==> config.mk <==
export PLATFORM = sky130hd
export DESIGN_NAME = iiitb_sipo_deser
export DESIGN_NICKNAME = d
export VERILOG_FILES = /design/src/rtl/iiitb_sipo_deser_pkg.sv /design/src/rtl/iiitb_sipo_deser.sv
export SDC_FILE = /design/constraint.sdc
export NUM_CORES = 1
export LEC_CHECK = 0
export CAP_MARGIN = 20
export CORE_AREA = 3 3 40 42
export CTS_CLUSTER_DIAMETER = 200
export DETAILED_ROUTE_END_ITERATION = 12
export DIE_AREA = 0 0 43 45
export DONT_BUFFER_PORTS = 1
export PLACE_DENSITY = 0.6
export SYNTH_ARGS = -nofsm -noshare
export SYNTH_HDL_FRONTEND = slang
export SYNTH_SLANG_ARGS = --single-unit
==> constraint.sdc <==
create_clock -name clk -period 1.71 [get_ports clk]
set_input_delay 0.342 -clock clk [delete_from_list [all_inputs] [get_ports clk]]
set_output_delay 0.342 -clock clk [all_outputs]
set_load 0.01 [all_outputs]
==> src/rtl/iiitb_sipo_deser_pkg.sv <==
// iiitb_sipo_deser_pkg
// Shared definitions for the serial-in, parallel-out deserializer and the
// downstream parallel register it feeds.
//   DEFAULT_WIDTH : word width both blocks agree on.
//   hold_state_e  : hold-stage states (EMPTY = no word offered, FULL = word offered).
package iiitb_sipo_deser_pkg;

    localparam int unsigned DEFAULT_WIDTH = 4;

    typedef enum logic {
        ST_EMPTY = 1'b0,
        ST_FULL  = 1'b1
    } hold_state_e;

endpackage

==> src/rtl/iiitb_sipo_deser.sv <==
// iiitb_sipo_deser
// Collects a qualified serial bit stream into WIDTH-bit words and offers each
// completed word on a parallel bus with a valid/ready handshake. One completed
// word is held while the next is assembled; words completed while the hold
// stage is full and not being drained are dropped and flagged by overrun.
//
// Parameters:
//   WIDTH     : word width in bits, 2..32.
//   MSB_FIRST : 1 = first received bit lands in po[WIDTH-1], 0 = in po[0].
// Ports:
//   clk       in   rising-edge clock (wb_clk_i)
//   clear_n   in   asynchronous active-low reset
//   sin       in   serial data bit (io_in[31] at the top level)
//   sin_valid in   sin is sampled on this edge (io_in[30] at the top level)
//   flush     in   synchronous discard of partial word, held word and overrun
//   po        out  completed word (to the parallel register's pi)
//   po_valid  out  po holds an unconsumed word
//   po_ready  in   downstream accepts po this cycle (tie high if it samples every cycle)
//   overrun   out  sticky: a completed word was dropped
//   bit_cnt   out  bits collected in the current partial word
module iiitb_sipo_deser
    import iiitb_sipo_deser_pkg::*;
#(
    parameter int unsigned WIDTH     = DEFAULT_WIDTH,
    parameter bit          MSB_FIRST = 1'b1,
    localparam int unsigned CNT_W    = $clog2(WIDTH)
) (
    input  logic             clk,
    input  logic             clear_n,
    input  logic             sin,
    input  logic             sin_valid,
    input  logic             flush,
    output logic [WIDTH-1:0] po,
    output logic             po_valid,
    input  logic             po_ready,
    output logic             overrun,
    output logic [CNT_W-1:0] bit_cnt
);

    logic [WIDTH-1:0] r_shift;
    logic [CNT_W-1:0] r_bit_cnt;
    logic [WIDTH-1:0] r_po;
    hold_state_e      r_state;
    logic             r_overrun;

    logic [WIDTH-1:0] w_shift_next;
    logic             w_complete;

    // Shift direction decides where the first bit ends up after WIDTH shifts.
    generate
        if (MSB_FIRST) begin : g_msb_first
            assign w_shift_next = {r_shift[WIDTH-2:0], sin};
        end else begin : g_lsb_first
            assign w_shift_next = {sin, r_shift[WIDTH-1:1]};
        end
    endgenerate

    // The edge accepting the WIDTH-th bit completes a word; w_shift_next then
    // already contains that bit, so it is what the hold stage loads.
    assign w_complete = sin_valid && (r_bit_cnt == CNT_W'(WIDTH - 1));

    always_ff @(posedge clk or negedge clear_n) begin
        if (!clear_n) begin
            r_shift   <= '0;
            r_bit_cnt <= '0;
            r_po      <= '0;
            r_state   <= ST_EMPTY;
            r_overrun <= 1'b0;
        end else if (flush) begin
            // po is deliberately left alone; only its validity is withdrawn.
            r_shift   <= '0;
            r_bit_cnt <= '0;
            r_state   <= ST_EMPTY;
            r_overrun <= 1'b0;
        end else begin
            // The shift stage never stalls, whatever the hold stage is doing.
            if (sin_valid) begin
                r_shift   <= w_shift_next;
                r_bit_cnt <= w_complete ? '0 : r_bit_cnt + CNT_W'(1);
            end

            case (r_state)
                ST_EMPTY: begin
                    if (w_complete) begin
                        r_state <= ST_FULL;
                        r_po    <= w_shift_next;
                    end
                end
                ST_FULL: begin
                    if (w_complete) begin
                        // Drained and refilled on the same edge: no bubble.
                        if (po_ready) begin
                            r_po <= w_shift_next;
                        end else begin
                            r_overrun <= 1'b1;
                        end
                    end else if (po_ready) begin
                        r_state <= ST_EMPTY;
                    end
                end
                default: r_state <= ST_EMPTY;
            endcase
        end
    end

    assign po       = r_po;
    assign po_valid = (r_state == ST_FULL);
    assign overrun  = r_overrun;
    assign bit_cnt  = r_bit_cnt;

endmodule

==> summary by stage, run 1 <==
GRT
After global routing the overflow that remains totals 0. The first global-routing pass estimated 1304 µm of wire. For met2 alone, demand over resource in global routing was 0.1287.

The met1 demand-to-capacity share in global routing is 0.1128. The overall routing resource usage is 0.09198. After global routing, the most crowded layer is met2. The initial antenna violation count is 0. For met3 alone, demand over resource in global routing was 0.03586. The number of global-route vias before repair is 300.

The maximum number of pins on one net before global-route repair is 12.

Timing
For the final routed database, the setup TNS stands at 0 ns. After layout, the worst setup slack is 0.2176 ns. The final-report hold violation count is 0. Setup violations remaining at the end of the flow were counted as 0. The share of the clock period used by the worst path is 0.8727. Between clock sinks in the finished design, the worst skew comes to 0.001302 ns. The smallest clock period supported by the final layout is computed as 1.492 ns. The measured slew at the worst slew-check pin is 0.4948 ns. Setup repair after global routing left no endpoint under its margin.

Measured against its own limit, the worst slew margin works out to 0.6691. The fmax is 0.6701 GHz. The total count of max-transition violations in the final report came to 0.

CTS
The tree is rooted in a sky130_fd_sc_hd__clkbuf_4. The CTS tree is built. The number of clock buffers added by TritonCTS is 3. The insertion delay to the later sink of the worst-skew pair is 0.27 ns. Buffers added to address setup during post-CTS repair amount to 0. CTS built an H-tree with a depth of 1. The post-CTS clock slew at the launch and capture registers of the worst setup and hold paths is 0.07 ns. The clock passes through at most 2 buffers. The CTS sink count is 11.

Routing
Once detail routing completed, the nets flagged for antenna violations numbered 0. The first detailed-routing pass ran for 3 iterations. In the final routed layout, each cell accounts on average for 14.67 µm. The number of design-rule violations left by the first detailed-router iteration is 2.

Summed over all layers, the routed wires come to 792 µm. The routed layout has 280 vias. In the routed layout, each cell is associated on average with a via count of 5.185. The DRC violations left is 0.

Critical path
The number of buffers and inverters on the critical path is 0. The critical path goes through ha_1, nand2_2, nor3_4, mux2_2. STA classifies the critical path startpoint as a flop. The type of the setup path with the least slack is reg -> reg. The required time of the worst setup path is 1.86 ns. The startpoint identified for the worst register-to-register timing path is bit_cnt[0]$_DFFE_PN0P_. The launch point of the critical path is bit_cnt[0]$_DFFE_PN0P_. For this run, the slowest stage of the critical path takes 0.44 ns.

Among all stages on the critical path, the largest delay is contributed by sky130_fd_sc_hd__dfrtp_1. The cell family contributing the most delay on the critical path is flip-flops. Data on the critical path arrives at its endpoint at 1.65 ns.

The largest fanout of any net on the critical path is 4. STA classifies the critical path endpoint as a flop.

Floorplan
During I/O placement, the number of pins put on the boundary was 14. The chip height is 45 µm. The placeable core area is 0.001285 mm².

The die outline area is 0.001935 mm². The initial utilization of the core area, before any placement, comes to 0.3671. In this run the core area contains 13 standard-cell rows. In this run the horizontal extent of the chip is 43 µm.

Place
At the placement stage, the worst setup path has a slack of 0.2160 ns. At the end of routability-driven placement, the weighted congestion stood at 0.6713. Counting tap cells, the placed design contains a total of 49 instances. Port buffering added 0 buffers. The post-detailed-placement cell area is 474.2 µm².

Pwr
The share of total power dissipated in the clock network is 0.356. The areal power density over the cells is 978.7 mW/mm². The portion of total power attributed to sequential cells is 0.581. The share of total power dissipated in combinational logic is 0.063. The switching share of total power is 0.2367.

The analysis attributes to cell leakage a power of 0.2489 nW. The power dissipated by switching net loads is 118.2 µW. The internal portion of total power is 381.4 µW. VDD sags by at most 0.0004545 V.

Logic synthesis
The register bit count reported by yosys is 11. For this run, the number of Yosys warnings is 0. Counting distinct cell types in the post-synthesis netlist gives 12. The register area share after synthesis is 0.5836. After technology mapping, the gate count stands at 36. The number of nets in the synthesized netlist is 43. Averaged over all synthesized cells, the footprint is 13.10 µm². In this run the cell area of the synthesized design comes to 471.7 µm².

Cells and area
The post-route cell area is 510.5 µm². The total inserted antenna cells is 0. Compared with the post-synthesis result, the final layout area differs by 8.223%.

The net count of the finished layout is 47. Fill cells in the final layout number 131. For this run, the number of standard cells in the final layout without fillers is 54. In the final layout, the share of cells above drive strength 1 is 0.2564.

Outcome
The flow ran to the end, and the final reports show no timing, DRC or antenna violations.

Min path
The tightest min-delay check is of the in -> reg type. The start point of the worst min-delay path is flush.

Job
The max-cap violation count is 0.
-- worst register-to-register path, stage by stage (launching register included) --
cell and delay (ns):
sky130_fd_sc_hd__dfrtp_1 0.44, sky130_fd_sc_hd__ha_1 0.26, sky130_fd_sc_hd__nand2_2 0.09, sky130_fd_sc_hd__nor3_4 0.22
sky130_fd_sc_hd__mux2_2 0.37
-- kinds of logic (layout without fill, tap and decap cells) --
logic type	after synthesis	after routing	synth area share
flops	11	11	0.5835
simple gates	11	11	0.1300
compound gates	2	2	0.02387
buf+inv	2	5	0.03447
fa+ha+maj	1	1	0.02652
mux	9	9	0.2016
-- layer usage --
layer | up-vias | part of all wire
li1 | 128 | -
met1 | 137 | 0.42
met2 | 12 | 0.45
met3 | 3 | 0.10
met4 | 0 | 0.028
met5 | - | 0
-- power by group through the flow --
| stage | clock (mW) | sequential (mW) | combinational [mW] |
|---|---|---|---|
| 3_5_place_dp | 0 | 0.295 | 0.0254 |
| 6_report | 0.178 | 0.290 | 0.0317 |
| 4_1_cts | 0.184 | 0.290 | 0.0327 |
| 2_1_floorplan | 0 | 0.292 | 0.0306 |
| 5_1_grt | 0.202 | 0.292 | 0.0359 |
| 3_3_place_gp | 0 | 0.295 | 0.0233 |
-- layout make-up --
class | instances | area (µm²) | share of cell area
Tap cell | 15 | 18.77 | 0.03676
Multi-Input combinational cell | 23 | 180.2 | 0.3529
Timing Repair Buffer | 1 | 10.01 | 0.01961
Sequential cell | 11 | 275.3 | 0.5392
Clock buffer | 4 | 26.28 | 0.05147
-- sequential cells by signal, indices dropped and copies added (netlist names) --
| register | count |
|---|---|
| r_shift | 3 |
| overrun | 1 |
| po | 4 |
| po_valid | 1 |
| bit_cnt | 2 |
-- timing repair --
item | 4_1_cts | 5_1_grt
endpoints found under the hold margin | 11 | 0
hold buffers | 1 | 0
gates resized for setup | 0 | 0
-- cells in the final DEF (no fill, tap or decap) --
| cell | count |
|---|---|
| sky130_fd_sc_hd__mux2i_1 | 5 |
| sky130_fd_sc_hd__a31oi_1 | 1 |
| sky130_fd_sc_hd__nor2_1 | 8 |
| sky130_fd_sc_hd__nor3_4 | 1 |
| sky130_fd_sc_hd__clkbuf_1 | 1 |
| sky130_fd_sc_hd__dlygate4sd3_1 | 1 |
| sky130_fd_sc_hd__mux2_2 | 4 |
| sky130_fd_sc_hd__ha_1 | 1 |
| sky130_fd_sc_hd__nor2b_2 | 1 |
| sky130_fd_sc_hd__a21oi_1 | 1 |
| sky130_fd_sc_hd__nand2_2 | 1 |
| sky130_fd_sc_hd__clkbuf_4 | 3 |
| sky130_fd_sc_hd__dfrtp_1 | 11 |
-- cell usage after synthesis --
master,n,share of area
sky130_fd_sc_hd__a31oi_1,1,0.013
sky130_fd_sc_hd__buf_6,1,0.024
sky130_fd_sc_hd__nor2_1,8,0.064
sky130_fd_sc_hd__dfrtp_1,11,0.58
sky130_fd_sc_hd__mux2i_1,5,0.11
sky130_fd_sc_hd__ha_1,1,0.027
sky130_fd_sc_hd__nand2_2,1,0.013
sky130_fd_sc_hd__nor3_4,1,0.034
sky130_fd_sc_hd__a21oi_1,1,0.011
sky130_fd_sc_hd__mux2_2,4,0.095
sky130_fd_sc_hd__nor2b_2,1,0.019
sky130_fd_sc_hd__buf_2,1,0.011
-- worst paths after layout --
check | to | slack [ns] | cells after the start
hold / removal | r_shift[0]$_DFFE_PN0P_ | 0.13 | 1
setup reg to reg | po[2]$_DFFE_PN0P_ | 0.22 | 4
min in group asynchronous | overrun$_DFFE_PN0P_ | 0.47 | 1
hold reg to reg | po[3]$_DFFE_PN0P_ | 0.53 | 1
setup / recovery | po[2]$_DFFE_PN0P_ | 0.22 | 4
max in group asynchronous | po[1]$_DFFE_PN0P_ | 0.91 | 1
-- stage by stage --
stage                       util  total power, mW  hold WS [ns]
final                     0.3973           0.4996        0.1287
after global routing      0.3973           0.5298        0.1120
after CTS                 0.3973           0.5075        0.1230
after detailed placement  0.3690           0.3208       0.04669
after global placement    0.3690           0.3185       0.04667
after floorplan                -           0.3229       0.04641
(Power assumes the default switching activity.)
==> run 2, diff against run 1 <==
- SKIP_LAST_GASP: unset -> 1
==> results of run 2 <==
No change in the layout: final DEF, timing and power equal those of run 1.
